## src/rtl/matmul_bram_sequencer.sv

```systemverilog
// Read-side sequencer for the matrix-multiply datapath. Walks the output
// matrix C block by block, issuing paired reads to the input and weight
// BRAMs, pacing them against core back-pressure and waiting for the core to
// finish each block before moving on.
module matmul_bram_sequencer #(
    parameter int  BLOCK_SIZE        = 2,
    parameter int  CHUNK_SIZE        = 4,
    parameter int  INNER_DIMENSION   = 4,
    parameter int  W_OUTER_DIMENSION = 6,
    parameter int  I_OUTER_DIMENSION = 6,
    parameter int  ADDR_WIDTH        = 12,
    localparam int KC       = INNER_DIMENSION / CHUNK_SIZE,
    localparam int ROW_C    = I_OUTER_DIMENSION / BLOCK_SIZE,
    localparam int COL_C    = W_OUTER_DIMENSION / BLOCK_SIZE,
    localparam int MAX_FLAG = ROW_C * COL_C,
    localparam int ROW_W    = (ROW_C > 1) ? $clog2(ROW_C) : 1,
    localparam int COL_W    = (COL_C > 1) ? $clog2(COL_C) : 1,
    localparam int FLAG_W   = $clog2(MAX_FLAG + 1)
) (
    input  logic                  clk_i,
    input  logic                  rst_i,
    input  logic                  start_i,
    output logic                  ready_o,
    output logic                  done_o,
    input  logic                  core_ready_i,
    input  logic                  core_block_done_i,
    output logic                  in_enb_o,
    output logic [ADDR_WIDTH-1:0] in_addrb_o,
    output logic                  wb_enb_o,
    output logic [ADDR_WIDTH-1:0] wb_addrb_o,
    output logic                  data_valid_o,
    output logic [ROW_W-1:0]      block_row_o,
    output logic [COL_W-1:0]      block_col_o,
    output logic [FLAG_W-1:0]     flag_o
);

    localparam int I_W = (BLOCK_SIZE > 1) ? $clog2(BLOCK_SIZE) : 1;
    localparam int K_W = (KC > 1) ? $clog2(KC) : 1;

    localparam logic [I_W-1:0]   I_LAST = I_W'(BLOCK_SIZE - 1);
    localparam logic [K_W-1:0]   K_LAST = K_W'(KC - 1);
    localparam logic [ROW_W-1:0] R_LAST = ROW_W'(ROW_C - 1);
    localparam logic [COL_W-1:0] C_LAST = COL_W'(COL_C - 1);

    typedef enum logic [1:0] {
        IDLE,
        FETCH,
        WAIT_CORE,
        DONE
    } state_t;

    state_t            state_q, state_d;
    logic [ROW_W-1:0]  r_q, r_d;
    logic [COL_W-1:0]  c_q, c_d;
    logic [I_W-1:0]    i_q, i_d;
    logic [K_W-1:0]    k_q, k_d;
    logic [FLAG_W-1:0] flag_q, flag_d;
    logic              data_valid_q;

    logic rd_en;
    logic last_read;
    logic last_block;

    // The strobed read is the final one of the block (i and k both at their last value).
    assign last_read  = (i_q == I_LAST) && (k_q == K_LAST);
    // The block being worked on is the bottom-right block of C.
    assign last_block = (r_q == R_LAST) && (c_q == C_LAST);

    // State register with synchronous reset.
    always_ff @(posedge clk_i) begin
        // NOTE: sequential state uses non-blocking assignments so every register
        // samples pre-edge values, independent of statement order.
        if (rst_i) begin
            state_q <= IDLE;
        end else begin
            state_q <= state_d;
        end
    end

    // Next-state logic: start only in IDLE, block-done only in WAIT_CORE.
    always_comb begin
        // NOTE: every combinational output gets a default first so no path
        // leaves it unassigned and infers a latch.
        state_d = state_q;
        unique case (state_q)
            IDLE:      if (start_i) state_d = FETCH;
            FETCH:     if (rd_en && last_read) state_d = WAIT_CORE;
            WAIT_CORE: if (core_block_done_i) state_d = last_block ? DONE : FETCH;
            DONE:      state_d = IDLE;
            default:   state_d = IDLE;
        endcase
    end

    // Moore/Mealy outputs: ready in IDLE, done in DONE, read strobe follows core_ready in FETCH.
    always_comb begin
        ready_o = 1'b0;
        done_o  = 1'b0;
        rd_en   = 1'b0;
        unique case (state_q)
            IDLE:    ready_o = 1'b1;
            FETCH:   rd_en   = core_ready_i;
            DONE:    done_o  = 1'b1;
            default: ;
        endcase
    end

    // Counter next values: k/i step on each strobed read, r/c/flag step on block completion.
    always_comb begin
        r_d    = r_q;
        c_d    = c_q;
        i_d    = i_q;
        k_d    = k_q;
        flag_d = flag_q;
        unique case (state_q)
            IDLE: begin
                if (start_i) begin
                    r_d    = '0;
                    c_d    = '0;
                    i_d    = '0;
                    k_d    = '0;
                    flag_d = '0;
                end
            end
            FETCH: begin
                if (rd_en) begin
                    if (k_q == K_LAST) begin
                        k_d = '0;
                        i_d = (i_q == I_LAST) ? '0 : i_q + I_W'(1);
                    end else begin
                        k_d = k_q + K_W'(1);
                    end
                end
            end
            WAIT_CORE: begin
                if (core_block_done_i) begin
                    flag_d = flag_q + FLAG_W'(1);
                    if (!last_block) begin
                        i_d = '0;
                        k_d = '0;
                        if (c_q == C_LAST) begin
                            c_d = '0;
                            r_d = r_q + ROW_W'(1);
                        end else begin
                            c_d = c_q + COL_W'(1);
                        end
                    end
                end
            end
            default: ;
        endcase
    end

    // Counter registers and the one-cycle read-latency tracker for data_valid.
    always_ff @(posedge clk_i) begin
        if (rst_i) begin
            r_q          <= '0;
            c_q          <= '0;
            i_q          <= '0;
            k_q          <= '0;
            flag_q       <= '0;
            data_valid_q <= 1'b0;
        end else begin
            r_q          <= r_d;
            c_q          <= c_d;
            i_q          <= i_d;
            k_q          <= k_d;
            flag_q       <= flag_d;
            data_valid_q <= rd_en;
        end
    end

    // Both ports are always read together; the truncating cast keeps the
    // low ADDR_WIDTH bits of the full-width product.
    assign in_enb_o     = rd_en;
    assign wb_enb_o     = rd_en;
    assign in_addrb_o   = ADDR_WIDTH'((32'(r_q) * BLOCK_SIZE + 32'(i_q)) * KC + 32'(k_q));
    assign wb_addrb_o   = ADDR_WIDTH'((32'(c_q) * BLOCK_SIZE + 32'(i_q)) * KC + 32'(k_q));
    assign data_valid_o = data_valid_q;
    assign block_row_o  = r_q;
    assign block_col_o  = c_q;
    assign flag_o       = flag_q;

endmodule

```

## config.mk

```make
export PLATFORM = sky130hd
export DESIGN_NAME = matmul_bram_sequencer
export DESIGN_NICKNAME = d
export VERILOG_FILES = /design/src/rtl/matmul_bram_sequencer.sv
export SDC_FILE = /design/constraint.sdc
export NUM_CORES = 1
export LEC_CHECK = 0
export CORE_ASPECT_RATIO = 0.6
export CORE_MARGIN = 5
export CORE_UTILIZATION = 35
export CTS_CLUSTER_SIZE = 8
export DETAILED_ROUTE_END_ITERATION = 6
export GPL_TIMING_DRIVEN = 0
export MAX_ROUTING_LAYER = met4
export PLACE_DENSITY = 0.87
export SLEW_MARGIN = 20
export SYNTH_ARGS = -nofsm -noshare
export SYNTH_HDL_FRONTEND = slang
export SYNTH_SLANG_ARGS = --single-unit
```

## constraint.sdc

```tcl
create_clock -name clk_i -period 1.77 [get_ports clk_i]
set_clock_uncertainty 0.2 [all_clocks]
set_input_delay 0.2655 -clock clk_i [delete_from_list [all_inputs] [get_ports clk_i]]
set_output_delay 0.2655 -clock clk_i [all_outputs]
set_load 0.01 [all_outputs]
```

# == Word level (Yosys, flattened, before mapping) ==
# Index checks and enable logic that the tools add are counted.
# W data, S select, Z words.
# word_totals
out_inout_bits,37
wordCells,71
regBits,13
inputBits,5
# op_classes
addsub,9
n_eq_ne,12
bitwise,1
muxes,30
n_reduce_logical,12
# op_table
operator,count
$mux W2,11
$ne A2 B2 Y1 const B,7
$mux W1,11
$add A4 B1 Y5,2
$reduce_and A5 Y1,2
$add A3 B1 Y4,2
$eq A2 B2 Y1 const B,4
$mux W4,2
$pmux W2 S2,2
$pmux W2 S4,1
$pmux W4 S2,1
$pmux W1 S3,2
$reduce_and A3 Y1,2
$reduce_and A6 Y1,1
$add A2 B1 Y2 const B,2
$add A4 B1 Y4 const B,1
$reduce_and A4 Y1,1
$logic_and A1 B1 Y1,3
$reduce_bool A3 Y1,1
$add A1 B1 Y1 const B,2
$eq A2 B1 Y1 const B,1
$logic_not A2 Y1,1
$reduce_bool A2 Y1,1
$not A1 Y1,1

# == Longest topological paths before layout ==
# logic_depth
word_depth,5
mapped_depth,6

# == Least setup slack after synthesis ==
# No wires, ideal clock.
# synth_path
path_kind,flip-flop to flip-flop
start,register r_q[0] (netlist: block_row_o[0])
end,register r_q[1] (netlist: block_row_o[1])
n_path_buf,0
setup_ps,121
stages_incl_launch_ff,6
arrival_ps,1630
slack_ps,-181
required_ps,1449
path_cell_list,dfxtp_1 inv_1 ha_1 or3b_2 a21oi_1 mux2_2
# synth_between
elab_chain_cells,5
word_cells_on_any_way,9
classes_between,1 x add/sub; 2 x eq/ne; 4 x mux; 2 x reduce/logical
# synth_lines
element,line_no,rtl
"start, declared",53,"logic [ROW_W-1:0] r_q, r_d;"
"start signal, assigned",163,r_q <= r_d;
$add A2 B1 Y2,142,r_d = r_q + ROW_W'(1);
$mux W2,140,if (c_q == C_LAST) begin
$mux W2,137,if (!last_block) begin
$mux W2,135,if (core_block_done_i) begin
$pmux W2 S2,114,unique case (state_q)
# Parallel ways exist; a longest one is shown, timed or not. The select of a mux whose other input is x is not followed.
# A chain may end at the register's enable or synchronous reset.

# == Final worst setup path ==
# Ends and elaborated chain as after synthesis.

==> flow_summary.yaml <==
run_status:
  outcome: "completed"
yosys:
  yosysTopAreaCell: "dfxtp_1"
  yosys-top-cells-area: "dfxtp_1 (30%), buf_4 (23%), nor2_1 (4.6%), nor2b_1 (3.8%), ha_1 (3.1%)"
  yosysUniqueCellTypes: 33
  avgSynthCellArea_sq_um: 8.38
  synthDominantCellAreaShare_pct: 29.5
  seq_area_frac_synth_pct: 29.5
  syn_area_sq_um: 813
  synth_cells: 97
  synth_seq_cells: 12
  yosysWarningCount: 0
clock_network:
  cts_sinks: 12
  cts_buffer_depth: 2
  ctsHoldBuffers: 0
  ctsHtreeMaxLevel: 1
  clockRootBuffer: "clkbuf_8"
  cts_made_buffers: 3
  cts_tree: "yes"
  path_clk_slew_ns: 0.06
  clock_latency_ns: 0.24
job:
  maxCapViolations: 0
global_route:
  grt_pass1_vias: 681
  grt_first_pass_wirelength_mm: 3.07
  grt_max_degree: 11
  overflow: 0
  grt.total_usage_pct: 12.4
  grt_antenna_before_repair: 0
placement:
  gp_congestion: 0.872
  port_buffers: 23
  dpl.hpwl_mm: 1.62
layout:
  nets: 151
  antenna_cells: 0
  drive_above_1_share_pct: 37.1
  syn_to_final_growth_pct: 57.7
  final_core_util_pct: 58.4
sta:
  finalSetupViolations: 0
  max_freq_mhz: 580
  period_share_pct: 97.5
  final-hold-violation-count: 0
  drv_slew: 0
  fin_crit_ns: 1.72
detailed_routing:
  drc: 0
  final_antenna_net_count: 0
  detail_route.wirelength_mm: 2.04
  drtIter0Drc: 39
  drt_pass1_iterations: 6
  via_per_inst: 4.21
  wire_per_inst_um: 11.8
  vias: 729
worst_setup_path:
  cp_data_arrival_time_ns: 1.65
  setup.worst_path.start_class: "flip-flop"
  crit_fanout: 3
  required_ns: 1.70
  path_class: "flip-flop to flip-flop"
  crit_path_end_kind: "flip-flop"
floorplanning:
  core_area_sq_mm: 0.00220
  fp.dieH_um: 47.3
  die_x_um: 72.2
  start_util_pct: 37.0
  num_rows: 13
  num_io_pins: 42
  fp.dieArea_sq_mm: 0.00342
pwr:
  fin_total_pwr_mw: 0.825
  p_leak_nw: 0.607
  p_per_area_mw_per_mm2: 643
  vdd_drop_max_v: 0.000254
hold_path:
  min_path_type: "primary input to flip-flop"
==> cell type report <==
class | count | area, sq um
Timing Repair Buffer | 25 | 243
Tap cell | 30 | 37.5
Sequential cell | 12 | 251
Multi-Input combinational cell | 71 | 474
Clock buffer | 4 | 55.1
Buffer | 28 | 210
Fill cell | 197 | 913
Inverter | 3 | 11.3
==> power by group <==
part	switching, mW	internal (mW)
Clock	0.102	0.196
Sequential	0.0154	0.283
Combinational	0.106	0.121
Total	0.224	0.601
==> logic make-up (layout without fill, tap and decap cells) <==
logic type,after synthesis,after routing,synth area share [%]
compound gates,14,14,12.9
xor+xnor,2,2,2.15
fa+ha+maj,2,2,3.08
buf+inv,31,60,26.2
flops,12,12,29.5
mux,4,4,5.23
other cells,1,18,0.461
simple gates,31,31,20.5
==> flip-flops by register name, indices dropped and copies added, names as in the netlist <==
register      count
block_col_o       2
state_q           2
i_q               1
data_valid_o      1
flag_o            4
block_row_o       2
==> routing by layer <==
metal,vias to the layer above,global-route usage [%],wire [um]
met5,-,-,0
met4,0,2.62,0
met3,0,6.20,179
met2,26,21.9,1050
met1,324,12.8,808
li1,379,-,-
==> Yosys cell counts (all sizes together) <==
cell type,instances
a22oi,2
nor2b,5
and2,2
mux2,2
or3b,2
a21o,1
nand3,2
a31oi,1
a21oi,2
nand2b,1
xnor2,2
inv,3
nor2,10
a2111oi,1
o32ai,1
a22o,1
clkbuf,1
o31ai,1
o22ai,1
nor3,3
ha,2
conb,1
or2,2
a2111o,1
mux2i,2
and3b,1
nor3b,1
dfxtp,12
buf,27
nand2,2
a211oi,2
==> worst paths after layout <==
check	cells past startpoint	from	end	slack, ns
min reg2reg	2	block_row_o[0]$_SDFFE_PP0P_	block_row_o[0]$_SDFFE_PP0P_	0.31
max	5	block_row_o[0]$_SDFFE_PP0P_	block_row_o[1]$_SDFFE_PP0P_	0.05
max reg2reg	5	block_row_o[0]$_SDFFE_PP0P_	block_row_o[1]$_SDFFE_PP0P_	0.05
min	3	core_ready_i	state_q[1]$_SDFFE_PP0P_	0.31
==> placed cells by master, fill, tap and decap left out, types with 2 or more instances in the layout <==
master,instances
nor3_1,3
nand2_1,2
inv_1,2
dlymetal6s2s_1,2
dfxtp_2,6
dfxtp_1,5
nand3_1,2
a22oi_1,2
conb_1,18
xnor2_1,2
clkbuf_8,4
nor2_1,10
clkdlybuf4s50_1,15
buf_4,28
dlygate4sd2_1,6
nor2b_1,4
==> through the flow <==
stage | cells | worst slack, ns | instance area (sq um) | hold WS [ns] | setup TNS, ns
global route | 173 | -0.00122 | 1280 | 0.311 | -0.00122
floorplan | 114 | 0.00747 | 885 | 0.240 | 0
finish | 173 | 0.0450 | 1280 | 0.307 | 0
CTS | 173 | 0.000412 | 1260 | 0.303 | 0
global placement | 167 | -0.318 | 1150 | 0.297 | -1.42
detailed placement | 167 | -0.357 | 1150 | 0.320 | -1.90
==> what timing repair did <==
item,in CTS,in global routing
setup buffers,2,0
pin swaps,3,2
cloned,0,0
endpoints found under the setup margin,12,6
resized for setup,24,5
==> critical path, cell delays in order (launching register included) <==
cell and delay (ns):
dfxtp_2 0.34, inv_2 0.04, ha_2 0.18, or3b_4 0.39, a21oi_4 0.15, mux2_4 0.31
Power figures use the tool's default switching activity.
